File: src/rtl/pg_adder_pkg.sv
// Shared constants for the pipelined propagate/generate adder.
package pg_adder_pkg;
    localparam int DEF_N      = 32;
    localparam int DEF_STAGES = 4;
    localparam int DEF_W      = DEF_N / DEF_STAGES;

    // Operation select encoding on the 'sub' input.
    localparam logic ADD = 1'b0;
    localparam logic SUB = 1'b1;
endpackage

File: src/rtl/pg_ripple_segment.sv
// One W-bit adder segment: bitwise propagate/generate, ripple of the group
// carry across the segment, sum bits, carry out and carry into the segment MSB.
module pg_ripple_segment
    import pg_adder_pkg::*;
#(
    parameter int W = DEF_W
) (
    input  logic [W-1:0] a,
    input  logic [W-1:0] b,     // already conditionally inverted for subtract
    input  logic         cin,
    output logic [W-1:0] s,
    output logic         cout,
    output logic         cmsb
);
    logic [W-1:0] g;
    logic [W-1:0] p;
    logic [W:0]   c;

    // Bitwise PG and carry ripple; c[i] is the carry into bit i.
    always_comb begin
        g    = a & b;
        p    = a ^ b;
        c    = '0;
        c[0] = cin;
        for (int i = 0; i < W; i++) begin
            c[i+1] = g[i] | (p[i] & c[i]);
        end
        s = p ^ c[W-1:0];
    end

    assign cout = c[W];
    assign cmsb = c[W-1];
endmodule

File: src/rtl/pipelined_pg_adder.sv
// Pipelined adder/subtractor: segment k of the word is added in stage k+1
// using the carry registered by the previous stage. Upper operand bits are
// skewed forward and finished sum bits are carried along so the whole word
// emerges at the output register after STAGES cycles.
//
// Handshake: a transfer happens on a rising edge where valid and ready are
// both high; in_ready depends only on the output side (no combinational path
// from in_valid), and out_valid/result stay stable until out_ready takes them.
module pipelined_pg_adder
    import pg_adder_pkg::*;
#(
    parameter int N      = DEF_N,
    parameter int STAGES = DEF_STAGES   // N must be a multiple of STAGES
) (
    input  logic         clk,
    input  logic         reset,
    input  logic [N-1:0] A,
    input  logic [N-1:0] B,
    input  logic         Cin,
    input  logic         sub,
    input  logic         in_valid,
    output logic         in_ready,
    output logic [N-1:0] S,
    output logic         Cout,
    output logic         ovf,
    output logic         zero,
    output logic         out_valid,
    input  logic         out_ready
);
    localparam int W = N / STAGES;

    logic         en;
    logic [N-1:0] b_eff;
    logic         cin_eff;
    logic [N-1:0] sum_full;
    logic [W-1:0] last_s;
    logic         last_cout;
    logic         last_cmsb;
    logic         last_v;

    // Subtract is A + ~B + 1, so the operand inversion happens once up front
    // and the skew registers carry B' rather than B and the mode bit.
    assign b_eff   = (sub == ADD) ? B : ~B;
    assign cin_eff = (sub == SUB) ? 1'b1 : Cin;

    // The whole pipe advances together; it only stalls when a finished result
    // is waiting and downstream refuses it.
    assign en       = ~out_valid | out_ready;
    assign in_ready = en;

    // Combinational segment k, fed either from the inputs or from register rg[k].
    for (genvar k = 0; k < STAGES; k++) begin : st
        logic [W-1:0] seg_a;
        logic [W-1:0] seg_b;
        logic [W-1:0] seg_s;
        logic         seg_cin;
        logic         seg_v;
        logic         seg_cout;

        if (k == 0) begin : src
            assign seg_a   = A[W-1:0];
            assign seg_b   = b_eff[W-1:0];
            assign seg_cin = cin_eff;
            assign seg_v   = in_valid;
        end else begin : src
            assign seg_a   = rg[k].a_q[W-1:0];
            assign seg_b   = rg[k].b_q[W-1:0];
            assign seg_cin = rg[k].c_q;
            assign seg_v   = rg[k].v_q;
        end

        if (k == STAGES - 1) begin : seg
            pg_ripple_segment #(.W(W)) u_seg (
                .a    (seg_a),
                .b    (seg_b),
                .cin  (seg_cin),
                .s    (seg_s),
                .cout (seg_cout),
                .cmsb (last_cmsb)
            );
        end else begin : seg
            logic cmsb_unused;
            pg_ripple_segment #(.W(W)) u_seg (
                .a    (seg_a),
                .b    (seg_b),
                .cin  (seg_cin),
                .s    (seg_s),
                .cout (seg_cout),
                .cmsb (cmsb_unused)
            );
        end
    end

    // Register rg[j] sits after segment j-1: it holds the operand bits of the
    // segments still to be added, the sum bits already finished, and the carry.
    for (genvar j = 1; j < STAGES; j++) begin : rg
        localparam int HW = N - j * W;
        localparam int LW = j * W;
        logic [HW-1:0] a_q;
        logic [HW-1:0] b_q;
        logic [HW-1:0] a_d;
        logic [HW-1:0] b_d;
        logic [LW-1:0] s_q;
        logic [LW-1:0] s_d;
        logic          c_q;
        logic          v_q;

        if (j == 1) begin : feed
            assign a_d = A[N-1:W];
            assign b_d = b_eff[N-1:W];
            assign s_d = st[0].seg_s;
        end else begin : feed
            assign a_d = rg[j-1].a_q[HW+W-1:W];
            assign b_d = rg[j-1].b_q[HW+W-1:W];
            assign s_d = {st[j-1].seg_s, rg[j-1].s_q};
        end

        // Advance skewed operands, finished sum bits, carry and valid together.
        always_ff @(posedge clk or posedge reset) begin
            if (reset) begin
                a_q <= '0;
                b_q <= '0;
                s_q <= '0;
                c_q <= 1'b0;
                v_q <= 1'b0;
            end else if (en) begin
                a_q <= a_d;
                b_q <= b_d;
                s_q <= s_d;
                c_q <= st[j-1].seg_cout;
                v_q <= st[j-1].seg_v;
            end
        end
    end

    assign last_s    = st[STAGES-1].seg_s;
    assign last_cout = st[STAGES-1].seg_cout;
    assign last_v    = st[STAGES-1].seg_v;

    if (STAGES == 1) begin : asm
        assign sum_full = last_s;
    end else begin : asm
        assign sum_full = {last_s, rg[STAGES-1].s_q};
    end

    // Output register: result and flags load only for a real operation, so a
    // bubble leaves the previous (already consumed) result in place.
    always_ff @(posedge clk or posedge reset) begin
        if (reset) begin
            out_valid <= 1'b0;
            S         <= '0;
            Cout      <= 1'b0;
            ovf       <= 1'b0;
            zero      <= 1'b0;
        end else if (en) begin
            out_valid <= last_v;
            if (last_v) begin
                S    <= sum_full;
                Cout <= last_cout;
                ovf  <= last_cout ^ last_cmsb;
                zero <= ~|sum_full;
            end
        end
    end
endmodule

File: config.mk
export PLATFORM = sky130hd
export DESIGN_NAME = pipelined_pg_adder
export DESIGN_NICKNAME = d
export VERILOG_FILES = /design/src/rtl/pg_adder_pkg.sv /design/src/rtl/pg_ripple_segment.sv /design/src/rtl/pipelined_pg_adder.sv
export SDC_FILE = /design/constraint.sdc
export NUM_CORES = 1
export LEC_CHECK = 0
export CAP_MARGIN = 20
export CORE_MARGIN = 2
export CORE_UTILIZATION = 40
export DETAILED_ROUTE_END_ITERATION = 7
export MAX_ROUTING_LAYER = met4
export PLACE_DENSITY_LB_ADDON = 0.2
export SLEW_MARGIN = 5
export SYNTH_ARGS = -nofsm -noshare
export SYNTH_HDL_FRONTEND = slang
export SYNTH_SLANG_ARGS = --single-unit
File: constraint.sdc
create_clock -name clk -period 6.81 [get_ports clk]
set_input_delay 2.043 -clock clk [delete_from_list [all_inputs] [get_ports clk]]
set_output_delay 2.043 -clock clk [all_outputs]
set_load 0.05 [all_outputs]
==> reports/qor.yml <==
outcome:
  status: "finished clean"
placed_design:
  placed_cells: 1116
  gp_congestion: 0.774
  hpwl_mm: 10.2
  io_buffers: 106
  dp_slack_ns: 0.529
synthesis:
  synth-warning-count: 0
  synth_fp_nets: 882
  yosysTopAreaCell: "dfrtp_1"
  synthFlopType: "dfrtp_1"
  yosysTopAreaCellShare: 0.576
  postSynthCellCount: 780
  ys_types: 22
  synth_edf_count: 0
  avgSynthCellArea_um2: 10.4
  synth_common_cells: "nand2_1 (336), dfrtp_1 (186), o21ai_0 (49), inv_1 (33), fa_1 (32)"
  synth.area.top_cells: "dfrtp_1 (58%), nand2_1 (16%), fa_1 (7.9%)"
  ys_ff_latch: 186
  syn_area_um2: 8080
  async_flop_share: 1.00
  yosysMostFrequentCell: "nand2_1"
  yosysSeqAreaShare: 0.576
critical_path:
  crit_slowest_cell: "fa_1"
  path_common_cell: "fa_1"
  cpPeakStageDelay_ns: 0.45
  cp-end-kind: "flip-flop"
  criticalPathCategory: "input port to flip-flop"
  cp_num_buf_inv: 2
  r2r_cells: 14
  cp_max_fo: 1
  cp.required_ns: 7.11
  cp_top_family: "adder cells"
  r2r-end: "zero"
  path_cells: "clkdlybuf4s50_1 > xnor2_1 > fa_1 > fa_1 > fa_1 > fa_1 > fa_1 > fa_1 > fa_1 > inv_1 > fa_1 > nand2_1 > nand2_1"
  r2r_slack_ns: 2.86
  crit-reg2reg-launch: "rg[3].a_q[0]"
  worstSetupStartpointType: "input port"
  critPathArrivalTime_ns: 6.15
hold_path:
  min_to: "rg[2].a_q[13]"
  min_path_cells: 2
  hp-class: "flip-flop to flip-flop"
  min-delay-start: "rg[1].a_q[21]"
sta:
  clock_skew_ns: 0.00991
  worstMarginPinSlew_ns: 1.00
  fin_ws_ns: 0.959
  period_needed_ns: 5.85
  finalSetupViolations: 0
  whs_ns: 0.462
  slew_headroom: 0.330
  finalMaxSlewViolations: 0
  fmax_mhz: 171
  period_share: 0.859
  rsz0062_at_grt: "false"
  tns_ns: 0
  hold_viol_final: 0
clock_network:
  cts_resized: 0
  clkSinkCount: 186
  cts_hold_buf: 0
  htree_levels: 4
  clockRootBuffer: "clkbuf_16"
  tritoncts: "yes"
  path_clk_slew_ns: 0.07
  clockBufferDepth: 2
  clk_latency_ns: 0.42
  numCtsBuffers: 17
  cts_setup_buffers: 0
global_routing:
  antenna_found_initial: 0
  grt_pass1_vias: 5163
  grt_usage: 0.156
  grt_max_degree: 187
  grt_first_pass_wirelength_mm: 26.1
  grt-ovfl-total: 0
routing:
  met3_wirelength_um: 581
  postRouteAntennaNets: 0
  vias_per_cell: 4.40
  wl_per_cell_um: 13.3
  first_iter_violations: 253
  firstDrtPassIters: 4
  route.met2.wl_mm: 6.66
  wl_met1_mm: 7.87
  drc: 0
  top_layer: "met4"
  wirelength_mm: 15.3
  routed-via-count: 5051
die:
  start_util: 0.411
  io-pin-count: 107
  die_y_um: 146
  die_x_um: 146
  row_count: 51
  dieArea_um2: 21400
  core-area_um2: 19700
layout:
  fillers: 1918
  area_growth_pct: 22.2
  multi_input_area_um2: 3070
  final_nets: 972
  layoutNonFillerInstCount: 1147
  register_area_um2: 4650
  antenna_cells: 0
  drive_above_1_share: 0.0782
power:
  ir_drop_uv: 179
  p_leak_nw: 4.72
  p_per_area_nw_per_um2: 484
  p_total_mw: 4.78
job:
  drv_cap: 0
[kinds of logic (layout without fill, tap and decap cells)]
family                   after synthesis  in the layout  share of synthesized area
AO/OA/AOI/OAI                         63             63                     0.0393
XOR/XNOR                              33             33                     0.0358
adder cells (fa/ha/maj)               32             32                     0.0793
buffers and inverters                 75            177                     0.0444
flip-flops                           186            186                      0.576
multiplexers                          29             29                     0.0515
AND/OR/NAND/NOR                      362            362                      0.174
[worst reg2reg max path, cell delays in order (launching register included)]
cell and delay (ns):
dfrtp_1 0.36, inv_1 0.09, fa_1 0.24, fa_1 0.19
inv_1 0.05, fa_1 0.38, fa_1 0.40, fa_1 0.39
fa_1 0.41, fa_1 0.42, inv_1 0.08, fa_1 0.43
and4b_1 0.19, nand4_1 0.11, o31ai_1 0.08
[per-layer routing]
metal,GRT usage,vias to the layer above
met5,-,-
met4,0.0432,0
met3,0.0375,12
met2,0.223,92
met1,0.224,2344
li1,-,2603
[cell type report]
cell class                 count  area share
inverter                      34      0.0138
multi-input combinational    519       0.311
timing repair buffer         112       0.113
clock buffer                  21      0.0456
tap                          265      0.0336
sequential                   186       0.471
clock inverter                10      0.0122
[how the worst max path moves through the flow]
stage / from / to / slack, ns / cells after the start
after floorplan: sub / rg[1].s_q[7] / 0.68 / 14
after global placement: B[0] / rg[1].s_q[7] / 0.54 / 13
after detailed placement: A[0] / rg[1].s_q[7] / 0.53 / 13
after CTS: A[0] / rg[1].s_q[7] / 0.96 / 13
after global routing: A[0] / rg[1].s_q[7] / 0.82 / 13
final: B[0] / rg[1].s_q[7] / 0.96 / 13
[where the power goes]
| part | internal, mW | switching [mW] | leakage [nW] |
|---|---|---|---|
| clock network | 0.550 | 0.410 | 0.262 |
| registers | 1.60 | 0.312 | 2.24 |
| logic | 0.780 | 1.13 | 2.22 |
| total | 2.93 | 1.85 | 4.72 |
[metrics by stage]
stage,area (um^2),utilization
floorplan,8090,-
global placement,9300,0.473
detailed placement,9300,0.473
CTS,9870,0.502
global route,9870,0.502
finish,9870,0.502
[registers in the layout, indices dropped and copies added (netlist names)]
name / count
Cout: 1
rg.c_q: 3
S: 32
rg.v_q: 2
last_v: 1
ovf: 1
out_valid: 1
rg.s_q: 48
rg.b_q: 48
zero: 1
rg.a_q: 48
[cells in the final DEF, fill, tap and decap left out, types with 13 or more instances in the layout]
cell type          n
a21oi_1           13
clkbuf_16         17
clkdlybuf4s50_1  104
dfrtp_1          186
fa_1              32
inv_1             32
mux2_4            24
nand2_1          336
nor2_1            14
o21ai_0           49
xnor2_1           29
(Power assumes the default switching activity.)
